<file path="src/rtl/shift_pattern_gen_pkg.sv">
// Shared mode/direction encodings for the walking-pattern generator.
package shift_gen_pkg;

    localparam logic [1:0] MODE_BOUNCE = 2'b00;
    localparam logic [1:0] MODE_ROTL   = 2'b01;
    localparam logic [1:0] MODE_ROTR   = 2'b10;
    localparam logic [1:0] MODE_HOLD   = 2'b11;

    localparam logic DIR_UP = 1'b0;
    localparam logic DIR_DN = 1'b1;

    function automatic int max_int(input int a, input int b);
        return (a > b) ? a : b;
    endfunction

endpackage

</file>
<file path="src/rtl/shift_pattern_gen_dwell_timer.sv">
// Per-direction dwell counter; step is combinational and asserts on the last dwell cycle.
// No backpressure: clr wins over en, and en=0 freezes the count.
module dwell_timer
    import shift_gen_pkg::*;
#(
    parameter int DWELL_L = 4,
    parameter int DWELL_R = 1
) (
    input  logic clk,
    input  logic reset,
    input  logic en,
    input  logic dir,
    input  logic clr,
    output logic step
);

    localparam int DCNT_W = $clog2(max_int(DWELL_L, DWELL_R) + 1);

    logic [DCNT_W-1:0] dcnt;
    logic [DCNT_W-1:0] dwell_m1;

    // Dwell length follows dir as it stands, so a mode change never restarts a position.
    assign dwell_m1 = (dir == DIR_DN) ? DCNT_W'(DWELL_R - 1) : DCNT_W'(DWELL_L - 1);
    assign step     = en && (dcnt >= dwell_m1);

    always_ff @(posedge clk) begin
        if (reset) begin
            dcnt <= '0;
        end else if (clr) begin
            dcnt <= '0;
        end else if (en) begin
            if (step) begin
                dcnt <= '0;
            end else begin
                dcnt <= dcnt + DCNT_W'(1);
            end
        end
    end

endmodule

</file>
<file path="src/rtl/shift_pattern_gen.sv">
// Walking-pattern generator (bounce/rotate/hold); count/dir/wrap registered, one cycle after final dwell.
// No backpressure: en=0 or hold mode freezes state. PATTERN_LOAD_EN adds load/load_val.
module shift_pattern_gen
    import shift_gen_pkg::*;
#(
    parameter int WIDTH   = 8,
    parameter int DWELL_L = 4,
    parameter int DWELL_R = 1
) (
    input  logic             clk,
    input  logic             reset,
    input  logic             en,
    input  logic [1:0]       mode,
`ifdef PATTERN_LOAD_EN
    input  logic             load,
    input  logic [WIDTH-1:0] load_val,
`endif
    output logic [WIDTH-1:0] count,
    output logic             dir,
    output logic             wrap
);

    logic             load_q;
    logic [WIDTH-1:0] load_pat;
    logic             adv;
    logic             step;
    logic [WIDTH-1:0] count_nxt;
    logic             dir_nxt;
    logic             wrap_nxt;

`ifdef PATTERN_LOAD_EN
    assign load_q   = load;
    // An all-zero pattern would never move, so it is replaced by bit0.
    assign load_pat = (load_val == '0) ? WIDTH'(1) : load_val;
`else
    assign load_q   = 1'b0;
    assign load_pat = WIDTH'(1);
`endif

    assign adv = en && (mode != MODE_HOLD) && !load_q;

    dwell_timer #(
        .DWELL_L (DWELL_L),
        .DWELL_R (DWELL_R)
    ) u_dwell_timer (
        .clk   (clk),
        .reset (reset),
        .en    (adv),
        .dir   (dir),
        .clr   (load_q),
        .step  (step)
    );

    always_comb begin
        count_nxt = count;
        dir_nxt   = dir;
        wrap_nxt  = 1'b0;
        if (load_q) begin
            count_nxt = load_pat;
        end else if (step) begin
            case (mode)
                MODE_BOUNCE: begin
                    if (dir == DIR_UP) begin
                        if (count[WIDTH-1]) begin
                            dir_nxt   = DIR_DN;
                            count_nxt = count >> 1;
                            wrap_nxt  = 1'b1;
                        end else begin
                            count_nxt = count << 1;
                        end
                    end else begin
                        if (count[0]) begin
                            dir_nxt   = DIR_UP;
                            count_nxt = count << 1;
                            wrap_nxt  = 1'b1;
                        end else begin
                            count_nxt = count >> 1;
                        end
                    end
                end
                MODE_ROTL: begin
                    count_nxt = {count[WIDTH-2:0], count[WIDTH-1]};
                    dir_nxt   = DIR_UP;
                    wrap_nxt  = count[WIDTH-1];
                end
                MODE_ROTR: begin
                    count_nxt = {count[0], count[WIDTH-1:1]};
                    dir_nxt   = DIR_DN;
                    wrap_nxt  = count[0];
                end
                default: begin
                    count_nxt = count;
                end
            endcase
        end
    end

    always_ff @(posedge clk) begin
        if (reset) begin
            count <= WIDTH'(1);
            dir   <= DIR_UP;
            wrap  <= 1'b0;
        end else begin
            count <= count_nxt;
            dir   <= dir_nxt;
            wrap  <= wrap_nxt;
        end
    end

endmodule

</file>
<file path="config.mk">
export PLATFORM = sky130hd
export DESIGN_NAME = shift_pattern_gen
export DESIGN_NICKNAME = d
export VERILOG_FILES = /design/src/rtl/shift_pattern_gen_pkg.sv /design/src/rtl/shift_pattern_gen_dwell_timer.sv /design/src/rtl/shift_pattern_gen.sv
export SDC_FILE = /design/constraint.sdc
export NUM_CORES = 1
export LEC_CHECK = 0
export CORE_ASPECT_RATIO = 0.8
export CORE_MARGIN = 4
export CORE_UTILIZATION = 40
export CTS_BUF_LIST = sky130_fd_sc_hd__clkbuf_2 sky130_fd_sc_hd__clkbuf_4 sky130_fd_sc_hd__clkbuf_8
export CTS_CLUSTER_DIAMETER = 150
export DETAILED_ROUTE_END_ITERATION = 10
export PLACE_DENSITY = 0.71
export SLEW_MARGIN = 10
export SYNTH_ARGS = -nofsm -noshare
export SYNTH_HDL_FRONTEND = slang
export SYNTH_SLANG_ARGS = --single-unit
export TNS_END_PERCENT = 20
</file>
<file path="constraint.sdc">
create_clock -name clk -period 1.8 [get_ports clk]
set_clock_uncertainty 0.15 [all_clocks]
set_input_delay 0.54 -clock clk [delete_from_list [all_inputs] [get_ports clk]]
set_output_delay 0.54 -clock clk [all_outputs]
set_load 0.1 [all_outputs]
</file>
==> flow_metrics.tcl <==
set metrics [dict create \
    core_area_um2 2215 \
    cts_buffers 3 \
    final_max_slew_viol_count 0 \
    drc 0 \
    drive_gt1_share_pct 55.07 \
    ys_warn_count 0 \
    violations "negative setup slack" \
    leakage_nw 0.5693 \
    final_cell_area_um2 1540 \
    tightest_slew_ns 0.4009 \
    hpwlAfterDp_um 2074 \
    cts_sinks 13 \
    crit_path_start_kind "primary input" \
    synth_seq_cells 13 \
    cts_tree "done" \
    path_buf_inv 3 \
    layout_setup_ws_ns -0.01499 \
    cp.required_ns 1.79 \
    power_density_nw_per_um2 481.7 \
    dr.pass1.iters 4 \
    wire_per_inst_um 18.96 \
    antenna_found_initial 0 \
    period_minus_slack_ns 1.815 \
    fp.dieW_um 62.87 \
    arrival_ns 1.81 \
    final_common_cell "buf_4" \
    syn-num-nets 118 \
    crit_type "in2reg" \
    track_usage_pct 20.33 \
    overflow 0 \
    clock_path_buffers 2 \
    min_path_type "reg2reg" \
    yosys.area.top_type "dfxtp_1" \
    ys_types 38 \
    syn_avg_cell_area_um2 9.089 \
    setup_tns_ns -0.04472 \
    status "finished with violations" \
    critPathCaptureType "register" \
    rows 15 \
    final-hold-violation-count 0 \
    cpPeakStageDelay_ns 0.28 \
    setup_viol_count_final 5 \
    holdBufCountCts 0 \
    pin_count 15 \
    start_util_pct 43.50 \
    grt_max_degree 11 \
    place_area_um2 1346 \
    critical_path.top_delay_family "buffers and inverters" \
    die_h_um 51.90 \
    area_growth_pct 59.87 \
    path_cells "clkdlybuf4s15_2 > buf_6 > ha_2 > nand2b_4 > buf_6 > nor2_4 > a311oi_1" \
    final_cells 163 \
    nNetsFinal 151 \
    finalPower_w 0.0007420 \
    num_vias 1066 \
    routed_wl_um 3090 \
    first_iter_violations 46 \
    place_ws_ns -0.7497 \
    worst_path_max_delay_cell "nor2_4" \
    clk_latency_ns 0.28 \
    cpMostUsedCell "buf_6" \
    n_fill_cell 162 \
    path_clk_slew_ns 0.08 \
    vdd_drop_max_v 0.0004754 \
    syn_area_um2 963.4 \
    max_cap_viol_count 0 \
    max_freq_mhz 551.0 \
    place_congestion 0.9339 \
    synth_cells 106 \
    cts_root_buf "clkbuf_4" \
    final_cell_mix "buf_4, buf_12, nand2_1, a21oi_1, dfxtp_1" \
    cp_max_fo 8 \
    grt_pass1_wl_um 5126 \
    first_global_vias 1112 \
    max_slew_margin_pct 73.19 \
    synthTopCellsByArea "dfxtp_1, ha_1, a21oi_1" \
    post-route-period-util_pct 100.8 \
    yosysSeqAreaShare_pct 27.01 \
    dp_cells 155 \
    yosysTopAreaCellShare_pct 27.01 \
    dieArea_um2 3263 \
    htreeDepth 1 \
    avgViaCountPerCell 6.540 \
    portBuffers 14 \
    antenna_cells 0 \
    ant_nets 0 \
    rsz0062_at_grt "true" \
]
==> stage by stage <==
step	hold WS [ns]	util, %
after floorplan	0.3023	-
after global placement	0.3238	60.79
after detailed placement	0.3374	60.79
after CTS	0.3480	68.81
after global routing	0.4017	69.55
final	0.3729	69.55
==> final timing paths <==
| kind | slack, ns | depth (start not counted) | to | from |
|---|---|---|---|---|
| max reg2reg | 0 | 6 | count[6] | u_dwell_timer.dcnt[0] |
| min reg2reg | 0.37 | 2 | u_dwell_timer.dcnt[2] | u_dwell_timer.dcnt[2] |
| max | -0.01 | 7 | count[1] | mode[0] |
| min | 0.37 | 2 | u_dwell_timer.dcnt[2] | u_dwell_timer.dcnt[2] |
==> power by group <==
part	leakage [nW]	switching (W)	internal [W]
clock	0.0184	0.0000973	0.000101
sequential	0.106	0.00000930	0.000292
combinational	0.445	0.000126	0.000116
==> final cells by class <==
type | count | area, um^2 | share of cell area (%)
repair buffers | 36 | 419.2 | 27.21
multi-input cells | 77 | 757.0 | 49.15
inverters | 8 | 35.03 | 2.275
well taps | 25 | 31.28 | 2.031
clock buffers | 4 | 30.03 | 1.950
flip-flops and latches | 13 | 267.8 | 17.38
==> registers in the layout (all words and copies together), names as in the netlist <==
register            cells
count                   8
dir                     1
u_dwell_timer.dcnt      3
wrap                    1
==> repair_timing <==
item | CTS | global route
buffers inserted | 5 | 0
pin swaps | 7 | 4
setup endpoints to repair | 13 | 10
resized for setup | 30 | 4
==> worst reg2reg max path, stage by stage (launching register included) <==
cell and delay [ns]:
dfxtp_2 0.34, inv_2 0.05, ha_4 0.22, nand2b_4 0.14, a211oi_4 0.39, nor2_4 0.14
a311oi_2 0.27
==> cells by family (layout without fill, tap and decap cells) <==
logic type / after synthesis / count (layout) / synth area share, %
buffers and inverters: 16 / 48 / 7.531
flip-flops: 13 / 13 / 27.01
adder cells (fa/ha/maj): 7 / 7 / 9.090
AND/OR/NAND/NOR: 30 / 30 / 20.52
AO/OA/AOI/OAI: 40 / 40 / 35.85
==> per-layer routing <==
layer  track usage (%)  vias to the layer above  routed length [um]
li1                  -                      467                   -
met1             21.39                      528                1262
met2             37.13                       60                1523
met3             6.479                       11                 230
met4             9.890                        0                  74
met5                 0                        -                   0
==> Yosys cell counts <==
library cell and instances:
dfxtp_1 13, a21oi_1 9, nand2_1 9, inv_1 8, ha_1 7, nand3_1 4
a211oi_1 3, a221oi_1 3, a311oi_1 3, buf_2 3, clkbuf_1 3, nand2b_4 3
nor2b_1 3, o32ai_1 3, or4_1 3, a211oi_2 2, a22o_1 2, a31oi_1 2
nor2_1 2, o21ai_0 2, o221ai_1 2, a2111oi_0 1, a211o_1 1, a211oi_4 1
a21boi_0 1, a21o_1 1, a22oi_2 1, a31oi_4 1, a32oi_1 1, and2b_2 1
and3_1 1, buf_6 1, clkbuf_2 1, nand2b_2 1, nor2_4 1, nor2b_4 1
nor3_1 1, o31ai_4 1
Note: power is estimated with default switching activity, not from simulation.
